**src/rtl/qspi_arb_pkg.sv**
```systemverilog
// Shared definitions for the QSPI bus arbiter: FSM state encoding, owner codes
// and the packed transfer-descriptor layout used by requesters and qspi_fsm.
package qspi_arb_pkg;

  typedef enum logic [2:0] {
    ST_IDLE  = 3'd0,
    ST_START = 3'd1,
    ST_BUSY  = 3'd2,
    ST_HOLD  = 3'd3,
    ST_BREAK = 3'd4
  } arb_state_t;

  localparam logic [1:0] OWN_NONE = 2'b00;
  localparam logic [1:0] OWN_CMD  = 2'b01;
  localparam logic [1:0] OWN_XIP  = 2'b10;

  localparam int DESC_W_DEF = 160;

  // Descriptor layout, LSB first; bits above DESC_USED_W are reserved (zero).
  localparam int LANES_LSB      = 0;
  localparam int LANES_W        = 2;
  localparam int ADDR_BYTES_LSB = 2;
  localparam int ADDR_BYTES_W   = 3;
  localparam int MODE_LSB       = 5;
  localparam int MODE_W         = 2;
  localparam int DUMMY_LSB      = 7;
  localparam int DUMMY_W        = 5;
  localparam int DIR_LSB        = 12;
  localparam int OPCODE_LSB     = 13;
  localparam int OPCODE_W       = 8;
  localparam int ADDR_LSB       = 21;
  localparam int ADDR_W         = 32;
  localparam int LEN_LSB        = 53;
  localparam int LEN_W          = 32;
  localparam int CLK_DIV_LSB    = 85;
  localparam int CLK_DIV_W      = 8;
  localparam int CPOL_LSB       = 93;
  localparam int CPHA_LSB       = 94;
  localparam int CS_AUTO_LSB    = 95;
  localparam int CONT_READ_LSB  = 96;
  localparam int DESC_USED_W    = 97;

  function automatic logic [OPCODE_W-1:0] desc_opcode(input logic [DESC_W_DEF-1:0] d);
    return d[OPCODE_LSB +: OPCODE_W];
  endfunction

endpackage

```
**src/rtl/qspi_bus_arbiter_prio.sv**
```systemverilog
// Priority selector between CMD and XIP with a CMD streak counter so that a
// pending XIP request wins after MAX_CMD_STREAK consecutive CMD grants.
module qspi_arb_prio #(
  parameter int MAX_CMD_STREAK = 4
) (
  input  logic clk,
  input  logic resetn,
  input  logic i_eval,
  input  logic i_cmd_req,
  input  logic i_xip_req,
  output logic o_pick_cmd,
  output logic o_pick_xip
);

  localparam int SW = $clog2(MAX_CMD_STREAK + 1);

  logic [SW-1:0] r_streak;

  assign o_pick_cmd = i_cmd_req && (!i_xip_req || (r_streak < SW'(MAX_CMD_STREAK)));
  assign o_pick_xip = !o_pick_cmd && i_xip_req;

  // Only CMD wins that starve a waiting XIP count toward the streak.
  always_ff @(posedge clk or negedge resetn) begin
    if (!resetn) begin
      r_streak <= '0;
    end else if (i_eval) begin
      if (o_pick_cmd && i_xip_req) begin
        r_streak <= r_streak + SW'(1);
      end else if (o_pick_xip) begin
        r_streak <= '0;
      end
    end
  end

endmodule

```
**src/rtl/qspi_bus_arbiter.sv**
```systemverilog
// Shares the qspi_fsm datapath between the CMD engine and xip_engine, with XIP
// continuous-read CS hold. Optional BUSY watchdog: define QSPI_ARB_WATCHDOG_EN.
module qspi_bus_arbiter
  import qspi_arb_pkg::*;
#(
  parameter int DESC_W         = 160,
  parameter int MAX_CMD_STREAK = 4,
  parameter int HOLD_TIMEOUT   = 64
`ifdef QSPI_ARB_WATCHDOG_EN
  , parameter int WDOG_CYCLES  = 4096
`endif
) (
  input  logic              clk,
  input  logic              resetn,
  input  logic              cmd_req_i,
  input  logic [DESC_W-1:0] cmd_desc_i,
  output logic              cmd_gnt_o,
  output logic              cmd_done_o,
  input  logic              xip_req_i,
  input  logic [DESC_W-1:0] xip_desc_i,
  input  logic              xip_hold_i,
  output logic              xip_gnt_o,
  output logic              xip_done_o,
  output logic              xip_break_o,
  output logic              fsm_start_o,
  output logic [DESC_W-1:0] fsm_desc_o,
  input  logic              fsm_done_i,
  output logic              cmd_busy_o,
  output logic [1:0]        owner_o,
`ifdef QSPI_ARB_WATCHDOG_EN
  output logic              wdog_err_o,
`endif
  output logic [2:0]        dbg_state_o
);

  arb_state_t        r_state, w_state_nxt;
  logic [1:0]        r_owner, w_owner_nxt;
  logic              r_term, w_term_nxt;
  logic              w_load, w_load_cmd;
  logic [DESC_W-1:0] r_desc;
  logic              r_cmd_done, r_xip_done, r_cmd_busy;
  logic [31:0]       r_cnt;
  logic              w_eval, w_pick_cmd, w_pick_xip, w_busy_end, w_wdog_to;

  assign w_eval = (r_state == ST_IDLE);

  qspi_arb_prio #(
    .MAX_CMD_STREAK(MAX_CMD_STREAK)
  ) u_prio (
    .clk       (clk),
    .resetn    (resetn),
    .i_eval    (w_eval),
    .i_cmd_req (cmd_req_i),
    .i_xip_req (xip_req_i),
    .o_pick_cmd(w_pick_cmd),
    .o_pick_xip(w_pick_xip)
  );

`ifdef QSPI_ARB_WATCHDOG_EN
  logic r_wdog;
  assign w_wdog_to = (r_state == ST_BUSY) && !fsm_done_i && (r_cnt == 32'(WDOG_CYCLES - 1));
  always_ff @(posedge clk or negedge resetn) begin
    if (!resetn) r_wdog <= 1'b0;
    else         r_wdog <= w_wdog_to;
  end
  assign wdog_err_o = r_wdog;
`else
  assign w_wdog_to = 1'b0;
`endif

  assign w_busy_end = (r_state == ST_BUSY) && (fsm_done_i || w_wdog_to);

  always_comb begin
    w_state_nxt = r_state;
    w_owner_nxt = r_owner;
    w_term_nxt  = r_term;
    w_load      = 1'b0;
    w_load_cmd  = 1'b0;
    case (r_state)
      ST_IDLE: begin
        if (w_pick_cmd) begin
          w_state_nxt = ST_START;
          w_owner_nxt = OWN_CMD;
          w_load      = 1'b1;
          w_load_cmd  = 1'b1;
          w_term_nxt  = 1'b0;
        end else if (w_pick_xip) begin
          w_state_nxt = ST_START;
          w_owner_nxt = OWN_XIP;
          w_load      = 1'b1;
          w_term_nxt  = 1'b0;
        end
      end
      ST_START: w_state_nxt = ST_BUSY;
      ST_BUSY: begin
        if (w_busy_end) begin
          // A terminating read (started from BREAK) never re-enters HOLD.
          if ((r_owner == OWN_XIP) && xip_hold_i && !r_term && !w_wdog_to) begin
            w_state_nxt = ST_HOLD;
          end else begin
            w_state_nxt = ST_IDLE;
            w_owner_nxt = OWN_NONE;
          end
        end
      end
      ST_HOLD: begin
        if (xip_req_i) begin
          w_state_nxt = ST_START;
          w_load      = 1'b1;
          w_term_nxt  = 1'b0;
        end else if (cmd_req_i) begin
          w_state_nxt = ST_BREAK;
        end else if (!xip_hold_i) begin
          w_state_nxt = ST_IDLE;
          w_owner_nxt = OWN_NONE;
        end else if (r_cnt == 32'(HOLD_TIMEOUT - 1)) begin
          w_state_nxt = ST_BREAK;
        end
      end
      ST_BREAK: begin
        if (xip_req_i) begin
          w_state_nxt = ST_START;
          w_load      = 1'b1;
          w_term_nxt  = 1'b1;
        end else if (!xip_hold_i) begin
          w_state_nxt = ST_IDLE;
          w_owner_nxt = OWN_NONE;
        end
      end
      default: begin
        w_state_nxt = ST_IDLE;
        w_owner_nxt = OWN_NONE;
      end
    endcase
  end

  // r_cnt measures time spent in the current state; any state change restarts it.
  always_ff @(posedge clk or negedge resetn) begin
    if (!resetn) begin
      r_state    <= ST_IDLE;
      r_owner    <= OWN_NONE;
      r_term     <= 1'b0;
      r_cnt      <= '0;
      r_desc     <= '0;
      r_cmd_done <= 1'b0;
      r_xip_done <= 1'b0;
      r_cmd_busy <= 1'b0;
    end else begin
      r_state    <= w_state_nxt;
      r_owner    <= w_owner_nxt;
      r_term     <= w_term_nxt;
      r_cnt      <= (w_state_nxt != r_state) ? 32'd0 : r_cnt + 32'd1;
      if (w_load) begin
        r_desc <= w_load_cmd ? cmd_desc_i : xip_desc_i;
      end
      r_cmd_done <= w_busy_end && (r_owner == OWN_CMD);
      r_xip_done <= w_busy_end && (r_owner == OWN_XIP);
      r_cmd_busy <= cmd_req_i || (w_owner_nxt == OWN_CMD);
    end
  end

  assign cmd_gnt_o   = (r_owner == OWN_CMD);
  assign xip_gnt_o   = (r_owner == OWN_XIP);
  assign owner_o     = r_owner;
  assign cmd_done_o  = r_cmd_done;
  assign xip_done_o  = r_xip_done;
  assign xip_break_o = (r_state == ST_BREAK);
  assign fsm_start_o = (r_state == ST_START);
  assign fsm_desc_o  = r_desc;
  assign cmd_busy_o  = r_cmd_busy;
  assign dbg_state_o = r_state;

endmodule

```
**config.mk**
```make
export PLATFORM = sky130hd
export DESIGN_NAME = qspi_bus_arbiter
export DESIGN_NICKNAME = d
export VERILOG_FILES = /design/src/rtl/qspi_arb_pkg.sv /design/src/rtl/qspi_bus_arbiter_prio.sv /design/src/rtl/qspi_bus_arbiter.sv
export SDC_FILE = /design/constraint.sdc
export NUM_CORES = 1
export LEC_CHECK = 0
export BUFFER_PORTS_ARGS = -buffer_cell sky130_fd_sc_hd__buf_4
export CAP_MARGIN = 20
export CORE_AREA = 10 10 184 186
export DETAILED_ROUTE_END_ITERATION = 8
export DIE_AREA = 0 0 194 196
export RECOVER_POWER = 50
export SLEW_MARGIN = 20
export SYNTH_ARGS = -nofsm -noshare
export SYNTH_HDL_FRONTEND = slang
export SYNTH_HIERARCHICAL = 1
export SYNTH_SLANG_ARGS = --single-unit
```
**constraint.sdc**
```tcl
create_clock -name clk -period 4.4 [get_ports clk]
set_input_delay 0.44 -clock clk [delete_from_list [all_inputs] [get_ports clk]]
set_output_delay 0.44 -clock clk [all_outputs]
set_load 0.05 [all_outputs]
```
==> results of run 1 <==
[placed cells by master, fill, tap and decap left out, types with 3 or more instances in the layout]
| cell | Yosys | routed |
|---|---|---|
| sky130_fd_sc_hd__nor3_2 | 31 | 30 |
| sky130_fd_sc_hd__mux2i_1 | 160 | 160 |
| sky130_fd_sc_hd__nand3_1 | 12 | 12 |
| sky130_fd_sc_hd__and4_1 | 3 | 3 |
| sky130_fd_sc_hd__nand4_1 | 10 | 10 |
| sky130_fd_sc_hd__buf_4 | 4 | 419 |
| sky130_fd_sc_hd__nor3_1 | 9 | 10 |
| sky130_fd_sc_hd__buf_12 | 0 | 3 |
| sky130_fd_sc_hd__nor3b_1 | 3 | 3 |
| sky130_fd_sc_hd__diode_2 | 0 | 3 |
| sky130_fd_sc_hd__and3_1 | 4 | 4 |
| sky130_fd_sc_hd__nor4_1 | 8 | 8 |
| sky130_fd_sc_hd__dfrtp_1 | 204 | 204 |
| sky130_fd_sc_hd__xnor2_1 | 14 | 14 |
| sky130_fd_sc_hd__xor2_1 | 17 | 17 |
| sky130_fd_sc_hd__clkbuf_8 | 0 | 8 |
| sky130_fd_sc_hd__clkinv_2 | 0 | 5 |
| sky130_fd_sc_hd__nor2b_1 | 7 | 7 |
| sky130_fd_sc_hd__inv_1 | 5 | 5 |
| sky130_fd_sc_hd__clkbuf_1 | 19 | 87 |
| sky130_fd_sc_hd__nand2_1 | 176 | 175 |
| sky130_fd_sc_hd__o21ai_0 | 161 | 161 |
| sky130_fd_sc_hd__nor2_1 | 9 | 9 |
| sky130_fd_sc_hd__clkbuf_16 | 0 | 25 |
[sequential cells by signal, indices dropped and copies added, names as in the netlist, 2 cells and up]
signal	cells
dbg_state_o	3
fsm_desc_o	160
owner_o	2
r_cnt	32
u_prio/r_streak	3
[metrics by stage]
stage          instances  worst slack [ns]  hold WS [ns]  util [%]  total power, mW
3_3_place_gp        1780              1.90         0.463      45.9             9.75
4_1_cts             1826              1.97        0.0674      48.7             12.0
5_1_grt             1829              1.33         0.128      47.7             12.2
3_5_place_dp        1780              1.87         0.471      45.9             9.83
6_report            1829              1.84         0.144      47.7             11.5
2_1_floorplan        945              1.36         0.144         -             7.72
[power breakdown]
part	internal [mW]	switching [mW]
clock	1.29	0.828
combinational	1.61	4.65
sequential	2.66	0.465
total	5.57	5.95
[metal layers]
layer / up-vias / share of wire [%]
li1: 4238 / -
met1: 4074 / 37
met4: 0 / 2.1
met2: 284 / 52
met5: - / 0
met3: 45 / 9.3
[final timing paths]
kind | endpoint | slack [ns] | depth (start not counted)
max | fsm_desc_o[81] | 1.84 | 2
max in group clk | fsm_desc_o[63] | 1.85 | 5
min | cmd_busy_o | 0.14 | 2
min reg2reg | fsm_desc_o[73] | 0.47 | 2
min in group asynchronous | fsm_desc_o[129] | 0.81 | 1
max reg2reg | fsm_desc_o[63] | 1.85 | 5
[cell type report]
class | count | area (µm²) | area share, %
Sequential cell | 204 | 5100 | 35.4
Multi-Input combinational cell | 669 | 4430 | 30.7
Timing Repair Buffer | 506 | 3520 | 24.4
Clock buffer | 37 | 751 | 5.20
Tap cell | 396 | 495 | 3.43
Clock inverter | 9 | 101 | 0.702
Inverter | 5 | 18.8 | 0.130
Antenna cell | 3 | 7.51 | 0.0520
[logic make-up after synthesis]
group / synth area share, %
adder cells (fa/ha/maj): 0.251
multiplexers: 16.2
AO/OA/AOI/OAI: 9.97
buffers and inverters: 4.30
XOR/XNOR: 2.73
flip-flops: 51.3
AND/OR/NAND/NOR: 15.3
==> impl_metrics.prom, run 1 <==
# TYPE chip_impl_metric gauge
chip_impl_info{name="outcome",value="finished with violations"} 1
chip_impl_info{name="violations",value="max-capacitance violations, max-slew violations"} 1
chip_impl_info{name="delay_heaviest_family_cp",value="buffers and inverters"} 1
chip_impl_metric{name="layout-area-overhead-vs-synth",unit="%"} 45.0
chip_impl_metric{name="dp_hpwl",unit="mm"} 30.7
chip_impl_metric{name="post_cts_resized",unit=""} 0
chip_impl_metric{name="drive_gt1_share",unit="%"} 35.5
chip_impl_metric{name="crit_path_largest_cell_delay",unit="ns"} 1.96
chip_impl_metric{name="die_h",unit="µm"} 196
chip_impl_metric{name="syn_area_per_cell",unit="µm²"} 10.5
chip_impl_metric{name="number_of_pins_exceeding_their_max_slew_limit_in_the_final_report",unit=""} 107
chip_impl_metric{name="max-vdd-ir-drop",unit="V"} 0.000394
chip_impl_metric{name="postSynthRegisterBits",unit=""} 204
chip_impl_metric{name="timing.critical_path.required",unit="ns"} 5.02
chip_impl_metric{name="yosysUniqueCellTypes",unit=""} 53
chip_impl_metric{name="cellPowerDensity",unit="nW/µm²"} 798
chip_impl_metric{name="place_area",unit="µm²"} 13900
chip_impl_metric{name="finish.instance_area",unit="µm²"} 14400
chip_impl_metric{name="worst-endpoint-arrival",unit="ns"} 3.18
chip_impl_metric{name="timing.clock.skew",unit="ns"} 0.0184
chip_impl_metric{name="cts_buffer_depth",unit=""} 3
chip_impl_metric{name="std_cell_rows",unit=""} 64
chip_impl_info{name="grt_setup_unrepaired",value="no"} 1
chip_impl_metric{name="cp_max_fo",unit=""} 106
chip_impl_metric{name="die_w",unit="µm"} 194
chip_impl_metric{name="finalCritPeriodShare",unit="%"} 58.2
chip_impl_metric{name="cts.clk_slew.worst_paths",unit="ns"} 0.06
chip_impl_metric{name="leakage",unit="nW"} 7.50
chip_impl_metric{name="final_nets",unit=""} 1739
chip_impl_info{name="end_kind",value="asynchronous set/reset pin"} 1
chip_impl_info{name="min-delay-path-class",value="input pin to register"} 1
chip_impl_metric{name="timing_hold_violations_final",unit=""} 0
chip_impl_metric{name="global_route.usage.met3",unit="%"} 7.91
chip_impl_info{name="cts_tree",value="done"} 1
chip_impl_metric{name="remaining_drc_errors",unit=""} 0
chip_impl_info{name="yosys-top-cells-count",value="204 x sky130_fd_sc_hd__dfrtp_1, 176 x sky130_fd_sc_hd__nand2_1, 161 x sky130_fd_sc_hd__o21ai_0, 160 x sky130_fd_sc_hd__mux2i_1, 31 x sky130_fd_sc_hd__nor3_2"} 1
chip_impl_metric{name="detailroute.via_count",unit=""} 8641
chip_impl_metric{name="synth_fp_nets",unit=""} 1273
chip_impl_metric{name="globalRouteMet2Util",unit="%"} 34.2
chip_impl_metric{name="final.min_clock_period",unit="ns"} 2.56
chip_impl_metric{name="netlist_instances",unit=""} 945
chip_impl_metric{name="wl_per_cell",unit="µm"} 21.5
chip_impl_metric{name="post_cts_hold_buffer_count",unit=""} 0
chip_impl_info{name="clk_root_buffer_cell",value="sky130_fd_sc_hd__clkbuf_16"} 1
chip_impl_metric{name="cell_area_after_synthesis",unit="µm²"} 9950
chip_impl_info{name="critical_path_class",value="input pin to asynchronous set/reset pin"} 1
chip_impl_metric{name="global_route_wire_length_before_repair",unit="mm"} 57.9
chip_impl_metric{name="grt.total_usage",unit="%"} 19.5
chip_impl_metric{name="grt_overflow_total",unit=""} 0
chip_impl_info{name="critical_path_launch_point_type",value="input pin"} 1
chip_impl_metric{name="tritoncts.num_buffers",unit=""} 25
chip_impl_info{name="netlist.top_cell.by_area",value="sky130_fd_sc_hd__dfrtp_1"} 1
chip_impl_info{name="busiest_layer",value="met2"} 1
chip_impl_metric{name="achievable-frequency",unit="GHz"} 0.390
chip_impl_metric{name="max_cap_viol_count",unit=""} 1
chip_impl_info{name="startpoint",value="resetn"} 1
chip_impl_metric{name="maxSlewHeadroom",unit="%"} -89.4
chip_impl_info{name="worstPathCellList",value="clkbuf_2, buf_4"} 1
chip_impl_metric{name="globalRouteMet1Util",unit="%"} 21.6
chip_impl_metric{name="first_pass_iters",unit=""} 4
chip_impl_info{name="synth_ff_type",value="sky130_fd_sc_hd__dfrtp_1"} 1
chip_impl_info{name="worstReg2RegStart",value="dbg_state_o[1]"} 1
chip_impl_info{name="worst_path_max_delay_cell",value="sky130_fd_sc_hd__clkbuf_2"} 1
chip_impl_metric{name="drt_first_iter_violations",unit=""} 485
chip_impl_metric{name="via_per_inst",unit=""} 4.72
chip_impl_metric{name="cts_setup_buffers",unit=""} 0
chip_impl_metric{name="drt-total-wl",unit="mm"} 39.3
chip_impl_metric{name="synth_seq_area_share",unit="%"} 51.3
chip_impl_metric{name="async_flop_share",unit="%"} 100
chip_impl_metric{name="antenna_found_initial",unit=""} 3
chip_impl_metric{name="ant_nets",unit=""} 0
chip_impl_metric{name="die-area",unit="µm²"} 38000
chip_impl_metric{name="worst_skew_late_latency",unit="ns"} 0.53
chip_impl_metric{name="cts.sink_count",unit=""} 204
chip_impl_metric{name="post_synth_top_area_share",unit="%"} 51.3
chip_impl_info{name="yosysMostFrequentCell",value="sky130_fd_sc_hd__dfrtp_1"} 1
chip_impl_metric{name="boundaryPins",unit=""} 498
chip_impl_metric{name="report.final.setup_viol",unit=""} 0
chip_impl_metric{name="core-area",unit="µm²"} 30300
chip_impl_metric{name="path_buf_inv",unit=""} 2
chip_impl_metric{name="worst_slew_pin_slew",unit="ns"} 2.84
chip_impl_metric{name="place.port_buffers",unit=""} 497
chip_impl_info{name="synth_top_cells_by_area",value="sky130_fd_sc_hd__dfrtp_1 51%, sky130_fd_sc_hd__mux2i_1 16%, sky130_fd_sc_hd__o21ai_0 8.1%, sky130_fd_sc_hd__nand2_1 6.6%, sky130_fd_sc_hd__nor3_2 3.1%"} 1
chip_impl_metric{name="ctsHtreeMaxLevel",unit=""} 1
chip_impl_metric{name="synth-warning-count",unit=""} 6
chip_impl_info{name="hold_path.startpoint",value="cmd_req_i"} 1
chip_impl_metric{name="setup_total_negative_slack",unit="ns"} 0
chip_impl_metric{name="initial_util",unit="%"} 32.9
chip_impl_metric{name="largest_net_degree_at_the_start_of_global_routing",unit=""} 222
chip_impl_metric{name="fillerInstances",unit=""} 3003
chip_impl_metric{name="synth_enable_flop_cells",unit=""} 0
chip_impl_metric{name="via_count_of_the_first_global_routing_pass",unit=""} 9061
chip_impl_metric{name="place.gp.congestion",unit=""} 0.828
Note: power is estimated with default switching activity, not from simulation.
==> inputs of run 2 (changes only) <==
ABC_AREA = 1   (was unset)
CORE_AREA = 10 10 185 187   (was 10 10 184 186)
DIE_AREA = 0 0 195 197   (was 0 0 194 196)
clock period = 2.5 ns   (was 4.4 ns; I/O delays follow)
==> run 2 against run 1 <==
  * The run ends with negative hold slack, max-capacitance violations, max-slew violations left
  * Total power increased by 93%
  * Highest routed layer unchanged
  * Clock power up 58%
  * Count of clock-buffer cells in the layout unchanged
  * Critical path depth up 7
  * Sequential power up 78%
  * Synthesized cell count up 34%
  * Die area rose by 1.0%
  * Global-route usage rose by 4.0 points
  * Clock skew grew 0.0021 ns
  * Design area is 20% higher
==> impl_metrics.prom, run 2 <==
# TYPE chip_impl_metric gauge
chip_impl_info{name="outcome",value="finished with violations"} 1
chip_impl_info{name="violations",value="negative hold slack, max-capacitance violations, max-slew violations"} 1
chip_impl_metric{name="core-area",unit="µm²"} 30400
chip_impl_metric{name="seq_power_share",unit="%"} 24.9
chip_impl_metric{name="finalCritPeriodShare",unit="%"} 96.2
chip_impl_metric{name="synth_fp_nets",unit=""} 1596
chip_impl_metric{name="wl_per_cell",unit="µm"} 20.5
chip_impl_info{name="cts_tree",value="done"} 1
chip_impl_metric{name="number_of_placed_cells_counting_well_taps",unit=""} 2095
chip_impl_info{name="yosysMostFrequentCell",value="sky130_fd_sc_hd__nand2_1"} 1
chip_impl_metric{name="antenna_found_initial",unit=""} 5
chip_impl_info{name="clk_root_buffer_cell",value="sky130_fd_sc_hd__clkbuf_16"} 1
chip_impl_info{name="end_kind",value="register"} 1
chip_impl_metric{name="synth_seq_area_share",unit="%"} 50.4
chip_impl_info{name="critical_path_launch_point_type",value="register"} 1
chip_impl_metric{name="drt_first_iter_violations",unit=""} 784
chip_impl_info{name="layout_commonest_cell",value="sky130_fd_sc_hd__buf_4"} 1
chip_impl_metric{name="max_cap_viol_count",unit=""} 1
chip_impl_info{name="synth_top_cells_by_area",value="sky130_fd_sc_hd__dfrtp_1 50%, sky130_fd_sc_hd__a31oi_1 9.9%, sky130_fd_sc_hd__nand2_1 9.3%, sky130_fd_sc_hd__o21ai_0 8.3%, sky130_fd_sc_hd__nor2_1 8.2%"} 1
chip_impl_metric{name="final_cell_count_no_fill",unit=""} 2404
chip_impl_metric{name="worst_slew_pin_slew",unit="ns"} 2.01
chip_impl_info{name="synth_ff_type",value="sky130_fd_sc_hd__dfrtp_1"} 1
chip_impl_metric{name="via_per_inst",unit=""} 5.10
chip_impl_metric{name="largest_net_degree_at_the_start_of_global_routing",unit=""} 162
chip_impl_metric{name="final_core_utilization",unit="%"} 57.0
chip_impl_metric{name="drt-total-wl",unit="mm"} 49.3
chip_impl_metric{name="die_h",unit="µm"} 197
chip_impl_metric{name="timing.clock.skew",unit="ns"} 0.0204
chip_impl_metric{name="place_worst_setup_slack",unit="ns"} 0.249
chip_impl_info{name="synth_top_family_by_area",value="simple AND/OR/NAND/NOR gates"} 1
chip_impl_metric{name="netlist_instances",unit=""} 1268
chip_impl_metric{name="dp_hpwl",unit="mm"} 33.8
chip_impl_metric{name="cp_max_fo",unit=""} 36
chip_impl_metric{name="post_synth_top_area_share",unit="%"} 50.4
chip_impl_metric{name="setup_ws",unit="ns"} 0.0939
chip_impl_info{name="grt_setup_unrepaired",value="yes"} 1
chip_impl_metric{name="report.final.setup_viol",unit=""} 0
chip_impl_metric{name="final_nets",unit=""} 2311
chip_impl_metric{name="synth_compound_area_share",unit="%"} 18.5
chip_impl_info{name="most-common-layout-cells",value="430 x sky130_fd_sc_hd__buf_4, 255 x sky130_fd_sc_hd__dlygate4sd3_1, 250 x sky130_fd_sc_hd__nand2_1"} 1
chip_impl_metric{name="total_switching_power",unit="mW"} 11.7
chip_impl_metric{name="remaining_drc_errors",unit=""} 0
chip_impl_metric{name="synth-warning-count",unit=""} 6
chip_impl_metric{name="ctsHtreeMaxLevel",unit=""} 1
chip_impl_metric{name="cts_buffer_depth",unit=""} 3
chip_impl_metric{name="synth_enable_flop_cells",unit=""} 0
chip_impl_metric{name="via_count_of_the_first_global_routing_pass",unit=""} 12800
chip_impl_metric{name="boundaryPins",unit=""} 498
chip_impl_metric{name="yosys.area_share.xor_xnor",unit="%"} 2.16
chip_impl_metric{name="yosys.area_share.adder",unit="%"} 0.247
chip_impl_info{name="yosys-top-cells-count",value="250 x sky130_fd_sc_hd__nand2_1, 222 x sky130_fd_sc_hd__nor2_1, 204 x sky130_fd_sc_hd__dfrtp_1, 168 x sky130_fd_sc_hd__o21ai_0, 161 x sky130_fd_sc_hd__a31oi_1"} 1
chip_impl_metric{name="yosysUniqueCellTypes",unit=""} 31
chip_impl_metric{name="die-area",unit="µm²"} 38400
chip_impl_metric{name="synth_simple_gate_area_share",unit="%"} 22.4
chip_impl_metric{name="worst-endpoint-arrival",unit="ns"} 2.87
chip_impl_metric{name="achievable-frequency",unit="GHz"} 0.416
chip_impl_metric{name="worst_skew_late_latency",unit="ns"} 0.53
chip_impl_metric{name="cell_area_after_synthesis",unit="µm²"} 10100
chip_impl_metric{name="async_flop_share",unit="%"} 100
chip_impl_metric{name="largest_reg_flops",unit=""} 160
chip_impl_metric{name="cellPowerDensity",unit="nW/µm²"} 1280
chip_impl_metric{name="die_w",unit="µm"} 195
chip_impl_metric{name="ant_nets",unit=""} 0
chip_impl_metric{name="detailroute.via_count",unit=""} 12300
chip_impl_metric{name="cts.sink_count",unit=""} 204
chip_impl_metric{name="fillerInstances",unit=""} 2754
chip_impl_metric{name="pwr-share-comb",unit="%"} 59.9
chip_impl_metric{name="power.switching_fraction",unit="%"} 52.8
chip_impl_metric{name="syn_area_per_cell",unit="µm²"} 7.99
chip_impl_metric{name="place.gp.congestion",unit=""} 0.895
chip_impl_metric{name="place.port_buffers",unit=""} 497
chip_impl_metric{name="final.min_clock_period",unit="ns"} 2.41
chip_impl_metric{name="global_route_wire_length_before_repair",unit="mm"} 73.4
chip_impl_metric{name="maxSlewHeadroom",unit="%"} -34.0
chip_impl_metric{name="power.internal",unit="mW"} 10.5
chip_impl_metric{name="number_of_pins_exceeding_their_max_slew_limit_in_the_final_report",unit=""} 72
chip_impl_metric{name="tritoncts.num_buffers",unit=""} 25
chip_impl_info{name="min-delay-path-class",value="input pin to register"} 1
chip_impl_metric{name="hold_slack",unit="ns"} -0.00267
chip_impl_metric{name="layout-area-overhead-vs-synth",unit="%"} 71.2
chip_impl_metric{name="grt.total_usage",unit="%"} 23.6
chip_impl_info{name="netlist.top_cell.by_area",value="sky130_fd_sc_hd__dfrtp_1"} 1
chip_impl_metric{name="max-vdd-ir-drop",unit="V"} 0.000871
chip_impl_metric{name="drive_gt1_share",unit="%"} 25.4
chip_impl_metric{name="initial_util",unit="%"} 33.3
chip_impl_metric{name="yosys-mux-area-fraction",unit="%"} 0
chip_impl_metric{name="leakage",unit="nW"} 7.63
chip_impl_metric{name="timing_hold_violations_final",unit=""} 1
chip_impl_metric{name="postSynthRegisterBits",unit=""} 204
chip_impl_metric{name="timing.critical_path.required",unit="ns"} 2.97
chip_impl_metric{name="std_cell_rows",unit=""} 64
chip_impl_info{name="critical_path_class",value="register to register"} 1
chip_impl_metric{name="grt_overflow_total",unit=""} 0
chip_impl_metric{name="power.clock.fraction",unit="%"} 15.1
chip_impl_metric{name="cts.clk_slew.worst_paths",unit="ns"} 0.06
chip_impl_metric{name="first_pass_iters",unit=""} 5
[run 2: changes by cell type in the layout (fill, tap and decap cells not counted), moves of 10 or more]
cell                            before  now
sky130_fd_sc_hd__nor3_2             30    1
sky130_fd_sc_hd__nor2_2              0   10
sky130_fd_sc_hd__dlygate4sd3_1       0  255
sky130_fd_sc_hd__nor2_1              9  222
sky130_fd_sc_hd__inv_1               5   54
sky130_fd_sc_hd__mux2i_1           160    0
sky130_fd_sc_hd__xnor2_1            14    4
sky130_fd_sc_hd__buf_4             419  430
sky130_fd_sc_hd__a31oi_1             2  161
sky130_fd_sc_hd__nand2_1           175  250
[run 2: path summary, 6_finish.rpt]
kind / cells past startpoint / endpoint / slack (ns) / from
min in group asynchronous: 2 / fsm_desc_o[61] / 0.81 / resetn
hold reg to reg: 2 / u_prio/r_streak[1] / 0.48 / u_prio/r_streak[1]
setup reg to reg: 9 / fsm_desc_o[32] / 0.09 / u_prio/r_streak[2]
max in group asynchronous: 3 / fsm_desc_o[50] / 0.33 / resetn
hold / removal: 3 / fsm_desc_o[25] / -0.003 / cmd_desc_i[25]
setup / recovery: 9 / fsm_desc_o[32] / 0.09 / u_prio/r_streak[2]
[run 2: critical path, stage by stage, from the launching register on]
cell and delay (ns):
sky130_fd_sc_hd__dfrtp_1 0.42, sky130_fd_sc_hd__a21oi_2 0.22, sky130_fd_sc_hd__buf_4 0.15, sky130_fd_sc_hd__inv_4 0.04, sky130_fd_sc_hd__nor2_4 0.14, sky130_fd_sc_hd__buf_12 0.24, sky130_fd_sc_hd__buf_4 0.28, sky130_fd_sc_hd__nand2_1 0.09
sky130_fd_sc_hd__a31oi_1 0.17, sky130_fd_sc_hd__dlygate4sd3_1 0.58
[run 2: layout make-up]
class | count | area, µm² | share of cell area (%)
Inverter | 59 | 224 | 1.29
Sequential cell | 204 | 5100 | 29.4
Tap cell | 396 | 495 | 2.86
Multi-Input combinational cell | 915 | 4410 | 25.4
Timing Repair Buffer | 778 | 6350 | 36.6
Clock buffer | 37 | 691 | 3.98
Clock inverter | 9 | 48.8 | 0.281
Antenna cell | 6 | 15.0 | 0.0865
[run 2: power groups by stage]
stage	Sequential [mW]	Clock [mW]	Combinational (mW)
after floorplan	10.1	0	3.80
after global placement	5.51	0	12.6
after detailed placement	5.56	0	12.7
after CTS	5.53	3.43	13.6
after global routing	5.71	3.58	14.1
final	5.54	3.36	13.3
[run 2: metrics by stage]
step                TNS (ns)  instance area (µm²)  power (mW)  hold WS [ns]
global placement           0                14300        18.2         0.329
floorplan                  0                10100        13.9       -0.0456
CTS                        0                17600        22.5     0.0000476
global route          -0.101                17300        23.4       0.00665
finish                     0                17300        22.2      -0.00267
detailed placement         0                14300        18.3         0.324
[run 2: cell families after synthesis]
group / count (synthesis)
XOR/XNOR: 25
buffers and inverters: 149
AND/OR/NAND/NOR: 554
flip-flops: 204
adder cells (fa/ha/maj): 2
AO/OA/AOI/OAI: 334
[run 2: routing by layer]
| metal | wire length [µm] | track usage, % | vias up |
|---|---|---|---|
| met5 | 0 | 0 | - |
| met4 | 2060 | 11.2 | 0 |
| met3 | 4200 | 6.92 | 137 |
| met2 | 24600 | 40.0 | 538 |
| met1 | 18500 | 26.8 | 5859 |
| li1 | - | - | 5725 |
[run 2: repair_timing]
| action | CTS | global route |
|---|---|---|
| hold buffers | 255 | 0 |
| resized for setup | 0 | 4 |
| endpoints found under the hold margin | 222 | 0 |
| buffers inserted | 0 | 0 |
| setup endpoints to repair | 0 | 34 |
